### src/rtl/fft_frame_feeder.sv
// fft_frame_feeder: ping/pong frame buffer that collects a stream of complex
// samples into frames of N = 2^STAGE entries and replays each completed frame
// to an FFT core as N back-to-back indexed samples with a start pulse.
// imode (latched on sample 0 of a frame) conjugates the frame on entry.
// Optional build macro: FFT_FEEDER_BITREV_EN -- when defined, the sample
// presented at oaddr = k is the stored sample at bit-reversed index k.
module fft_frame_feeder #(
    parameter int STAGE = 6,
    parameter int RW    = 16,
    parameter int IW    = 16
) (
    input  logic             iclk,
    input  logic             rst_n,
    input  logic [RW-1:0]    iReal,
    input  logic [IW-1:0]    iImag,
    input  logic             ivalid,
    output logic             iready,
    input  logic             imode,
    output logic [RW-1:0]    oReal,
    output logic [IW-1:0]    oImag,
    output logic [STAGE-1:0] oaddr,
    output logic             oen,
    output logic             ostart
);

    localparam int N  = 1 << STAGE;
    localparam int DW = RW + IW;

    typedef enum logic [0:0] {
        IDLE = 1'b0,
        PLAY = 1'b1
    } state_t;

    // Two's-complement negate; the most negative value saturates to max positive.
    function automatic logic [IW-1:0] neg_sat(input logic [IW-1:0] v);
        logic [IW-1:0] min_v;
        min_v = {1'b1, {(IW-1){1'b0}}};
        if (v == min_v) begin
            neg_sat = {1'b0, {(IW-1){1'b1}}};
        end else begin
            neg_sat = ~v + {{(IW-1){1'b0}}, 1'b1};
        end
    endfunction

`ifdef FFT_FEEDER_BITREV_EN
    // Mirror the STAGE index bits.
    function automatic logic [STAGE-1:0] bitrev(input logic [STAGE-1:0] k);
        for (int b = 0; b < STAGE; b++) begin
            bitrev[b] = k[STAGE-1-b];
        end
    endfunction
`endif

    // Storage: bank select is the MSB of the address.
    logic [DW-1:0]    mem_r [0:2*N-1];

    // Write side state
    logic             wr_bank_r;
    logic [STAGE-1:0] wr_idx_r;
    logic             mode_r;
    logic [1:0]       full_r;

    // Read side state
    state_t           state_r;
    state_t           state_s;
    logic             rd_bank_r;
    logic [STAGE-1:0] rd_idx_r;

    logic             accept_s;
    logic             mode_eff_s;
    logic [IW-1:0]    wr_imag_s;
    logic [1:0]       set_s;
    logic [1:0]       clr_s;
    logic             rd_last_s;
    logic             other_ready_s;
    logic [STAGE-1:0] rd_addr_s;

    assign iready   = ~full_r[wr_bank_r];
    assign accept_s = ivalid & iready;

    // Write-path decode: effective mode, stored imaginary, bank set/clear strobes.
    always_comb begin
        set_s = 2'b00;
        clr_s = 2'b00;
        if (wr_idx_r == {STAGE{1'b0}}) begin
            mode_eff_s = imode;
        end else begin
            mode_eff_s = mode_r;
        end
        if (mode_eff_s) begin
            wr_imag_s = neg_sat(iImag);
        end else begin
            wr_imag_s = iImag;
        end
        rd_last_s = (state_r == PLAY) && (rd_idx_r == {STAGE{1'b1}});
        if (accept_s && (wr_idx_r == {STAGE{1'b1}})) begin
            set_s[wr_bank_r] = 1'b1;
        end else begin
            set_s = 2'b00;
        end
        if (rd_last_s) begin
            clr_s[rd_bank_r] = 1'b1;
        end else begin
            clr_s = 2'b00;
        end
        // A frame completing on this very edge counts as ready, so playback
        // can continue into it without a gap cycle.
        other_ready_s = full_r[~rd_bank_r] | set_s[~rd_bank_r];
`ifdef FFT_FEEDER_BITREV_EN
        rd_addr_s = bitrev(rd_idx_r);
`else
        rd_addr_s = rd_idx_r;
`endif
    end

    // Sample storage; contents survive reset on purpose (only flags are cleared).
    always_ff @(posedge iclk) begin
        if (accept_s) begin
            mem_r[{wr_bank_r, wr_idx_r}] <= {iReal, wr_imag_s};
        end
    end

    // Write index, write bank pointer and per-frame mode latch.
    always_ff @(posedge iclk or negedge rst_n) begin
        if (!rst_n) begin
            wr_idx_r  <= {STAGE{1'b0}};
            wr_bank_r <= 1'b0;
            mode_r    <= 1'b0;
        end else if (accept_s) begin
            wr_idx_r <= wr_idx_r + {{(STAGE-1){1'b0}}, 1'b1};
            if (wr_idx_r == {STAGE{1'b0}}) begin
                mode_r <= imode;
            end
            if (wr_idx_r == {STAGE{1'b1}}) begin
                wr_bank_r <= ~wr_bank_r;
            end
        end
    end

    // Bank full flags: release and completion on the same edge both apply.
    always_ff @(posedge iclk or negedge rst_n) begin
        if (!rst_n) begin
            full_r <= 2'b00;
        end else begin
            full_r <= (full_r & ~clr_s) | set_s;
        end
    end

    // Read FSM next-state logic.
    always_comb begin
        state_s = state_r;
        case (state_r)
            IDLE: begin
                if (full_r[rd_bank_r]) begin
                    state_s = PLAY;
                end else begin
                    state_s = IDLE;
                end
            end
            PLAY: begin
                if (rd_last_s && !other_ready_s) begin
                    state_s = IDLE;
                end else begin
                    state_s = PLAY;
                end
            end
            default: state_s = IDLE;
        endcase
    end

    // Read FSM state register.
    always_ff @(posedge iclk or negedge rst_n) begin
        if (!rst_n) begin
            state_r <= IDLE;
        end else begin
            state_r <= state_s;
        end
    end

    // Read index/bank and registered, mutually aligned frame outputs.
    always_ff @(posedge iclk or negedge rst_n) begin
        if (!rst_n) begin
            rd_idx_r  <= {STAGE{1'b0}};
            rd_bank_r <= 1'b0;
            oen       <= 1'b0;
            ostart    <= 1'b0;
            oaddr     <= {STAGE{1'b0}};
            oReal     <= {RW{1'b0}};
            oImag     <= {IW{1'b0}};
        end else if (state_r == PLAY) begin
            oen              <= 1'b1;
            ostart           <= (rd_idx_r == {STAGE{1'b0}});
            oaddr            <= rd_idx_r;
            {oReal, oImag}   <= mem_r[{rd_bank_r, rd_addr_s}];
            rd_idx_r         <= rd_idx_r + {{(STAGE-1){1'b0}}, 1'b1};
            if (rd_last_s) begin
                rd_bank_r <= ~rd_bank_r;
            end
        end else begin
            rd_idx_r <= {STAGE{1'b0}};
            oen      <= 1'b0;
            ostart   <= 1'b0;
            oaddr    <= {STAGE{1'b0}};
            oReal    <= {RW{1'b0}};
            oImag    <= {IW{1'b0}};
        end
    end

endmodule

### config.mk
export PLATFORM = sky130hd
export DESIGN_NAME = fft_frame_feeder
export DESIGN_NICKNAME = d
export VERILOG_FILES = /design/src/rtl/fft_frame_feeder.sv
export SDC_FILE = /design/constraint.sdc
export NUM_CORES = 2
export LEC_CHECK = 0
export ABC_AREA = 1
export ABC_CLOCK_PERIOD_IN_PS = 8000
export BUFFER_PORTS_ARGS = -buffer_cell sky130_fd_sc_hd__buf_2
export CORE_AREA = 2 2 655 657
export DETAILED_ROUTE_END_ITERATION = 7
export DIE_AREA = 0 0 657 659
export PLACE_DENSITY = 0.53
export SYNTH_ARGS = -nofsm -noshare
export SYNTH_HDL_FRONTEND = slang
export SYNTH_SLANG_ARGS = --single-unit
### constraint.sdc
create_clock -name iclk -period 8 [get_ports iclk]
set_input_delay 1.6 -clock iclk [delete_from_list [all_inputs] [get_ports iclk]]
set_output_delay 1.6 -clock iclk [all_outputs]
set_load 0.02 [all_outputs]
==> flow_summary.json <==
{
  "grtUsageTotal_pct": 23.6,
  "highest_layer": "met4",
  "fin_crit_sh_pct": 59.5,
  "worstPathRequired_ns": 8.67,
  "synth_edf_count": 4096,
  "synth-main-ff-cell": "edfxtp_1",
  "drt-met1-wl_um": 231000,
  "core_area_um2": 426000,
  "num_vias": 110000,
  "period_needed_ns": 4.76,
  "wirelength_um": 524000,
  "drt-initial-drc-count": 12600,
  "fin_skew_ns": 0.0932,
  "gp_congestion": 0.839,
  "drv_cap": 0,
  "start_kind": "flip-flop",
  "drive_above_1_share_pct": 7.74,
  "pin_count": 77,
  "grt_max_degree": 183,
  "worstHoldPathType": "input pin to asynchronous set/reset pin",
  "path_clk_slew_ns": 0.06,
  "finalSetupViolations": 0,
  "wl_met3_um": 36300,
  "placed_cells": 19900,
  "avgViaCountPerCell": 5.32,
  "cp_max_fo": 71,
  "worst_slew_margin_rel_pct": 8.69,
  "end_kind": "flip-flop",
  "ant_nets": 0,
  "syn_area_um2": 170000,
  "synth_area_leaders": "edfxtp_1 (73%), nand2_1 (7.5%), nor2_1 (5.7%)",
  "area_growth_pct": 12.4,
  "slew_violations": 0,
  "hpwl_um": 272000,
  "multi_input_area_um2": 39700,
  "wl_met2_um": 239000,
  "syn_nets": 14800,
  "vdd_drop_max_mv": 0.202,
  "synth_top_cell_area_share_pct": 72.6,
  "grt_pass1_wl_um": 747000,
  "portBuffers": 76,
  "htree_levels": 5,
  "drt_pass1_iterations": 6,
  "seqCellArea_um2": 124000,
  "die_y_um": 659,
  "synth.largest_area_cell": "edfxtp_1",
  "drc": 0,
  "numClockSinks": 4154,
  "antenna_found_initial": 23,
  "yosysWarnings": 0,
  "fin_total_pwr_mw": 44.0,
  "rsz0062_at_grt": "no",
  "max_freq_mhz": 210,
  "start_util_pct": 39.8,
  "dieArea_um2": 433000,
  "die_w_um": 657,
  "cts_root_buf": "clkbuf_16",
  "synth_cell_types": 30,
  "async_reset_ff_share_pct": 1.40,
  "synth_seq_area_share_pct": 73.4,
  "fillCellCount": 39000,
  "fin_nets": 14700,
  "clock_path_buffers": 4,
  "synth_cells": 14800,
  "final_hold_viol_count": 0,
  "crit_type": "flip-flop to flip-flop",
  "stdcell_count": 20800,
  "avgSynthCellArea_um2": 11.5,
  "tns_ns": 0,
  "status": "complete, no violations",
  "synth_most_common_cell": "edfxtp_1",
  "grt_pass1_vias": 103000,
  "row_count": 240,
  "post_cts_resized": 0,
  "insertion_delay_ns": 1.03,
  "synth-seq-cells": 4154,
  "overflow": 0,
  "leakagePower_nw": 66.4,
  "critical_path_arrival_ns": 5.43,
  "powerDensity_nw_per_um2": 231,
  "routedWlPerCell_um": 25.3,
  "worst_pin_slew_ns": 1.37,
  "cts_setup_buffers": 0,
  "numCtsBuffers": 437,
  "hold_buffers": 0,
  "cts_tree": "yes",
  "synth_common_cells": "edfxtp_1 (4096), nand2_1 (3392), nor2_1 (2568), nand3_1 (1413), o21ai_0 (1163)"
}
## where the power goes
part / total [mW] / internal (mW) / switching [mW]
registers: 23.9 / 23.9 / 0
logic: 0.486 / 0.0317 / 0.454
clock network: 19.6 / 11.1 / 8.53
total: 44.0 / 35.0 / 8.99
## critical path: stages (launching register included)
cell     delay, ns
dfrtp_1       0.42
nor2_1        0.32
nand4_1       0.50
inv_1         0.15
nand2_1       0.07
nand2_1       0.35
nand3_1       0.55
buf_4         0.41
nand3_4       0.66
buf_4         0.79
## cell usage in the layout, fill, tap and decap left out, drive strengths merged, types with 5 or more instances in the layout
master,Yosys,layout
clkbuf,293,568
clkinvlp,0,6
dfrtp,58,58
xor2,5,5
nand2,3392,3392
ha,5,5
edfxtp,4096,4096
buf,597,381
and3,5,5
a21oi,231,231
inv,612,621
nor2,2569,2569
o211ai,124,124
o22ai,52,52
nand4,10,10
nand3,1413,1413
diode,0,21
o21ai,1230,1230
clkinv,3,194
nor3,7,7
or2,47,47
bufinv,0,25
## state kept, by name, indices dropped and copies added (netlist names)
name	count
oaddr	6
oen	1
wr_idx_r	6
ostart	1
rd_bank_r	1
mem_r	4096
mode_r	1
oImag	16
oReal	16
state_r	1
full_r	2
wr_bank_r	1
rd_addr_s	6
## final cells by class
cell class | instances | share of cell area, %
Multi-Input combinational cell | 9095 | 20.8
Sequential cell | 4154 | 65.3
Antenna cell | 21 | 0.0276
Timing Repair Buffer | 381 | 1.74
Clock inverter | 231 | 1.01
Clock buffer | 568 | 6.12
Tap cell | 5687 | 3.73
Inverter | 615 | 1.23
## worst paths after layout
check,startpoint,endpoint,slack (ns),cells past startpoint
min,rst_n,mode_r,0.41,1
max reg2reg,wr_idx_r[4],mem_r[55][3],3.24,9
max in group asynchronous,rst_n,rd_addr_s[1],6.08,2
min in group iclk,mode_r,mode_r,0.49,2
max,wr_idx_r[4],mem_r[55][3],3.24,9
min reg2reg,mode_r,mode_r,0.49,2
## through the flow
stage	hold WS, ns	setup slack [ns]	instance area (um^2)	utilization (%)
global route	0.377	2.92	191000	44.8
detailed placement	0.486	2.56	177000	41.6
global placement	0.474	2.54	177000	41.6
finish	0.409	3.24	191000	44.8
floorplan	0.352	1.74	170000	-
CTS	0.335	3.26	191000	44.8
## routing by layer
metal	track usage (%)	up-vias
met4	7.16	0
met5	0	-
met1	34.2	55300
met3	3.02	715
li1	-	50700
met2	37.1	3836
## cell families (layout without fill, tap and decap cells)
group | after synthesis | count (layout) | share of synthesized area [%]
AOI/OAI and AO/OA | 1641 | 1641 | 5.07
other | 0 | 21 | 0
adders and majority gates | 5 | 5 | 0.0369
and+or+nand+nor | 7444 | 7444 | 17.6
buffers and inverters | 1505 | 1795 | 3.83
DFF | 4154 | 4154 | 73.4
xor gates and xnor gates | 5 | 5 | 0.0258
(Power assumes the default switching activity.)
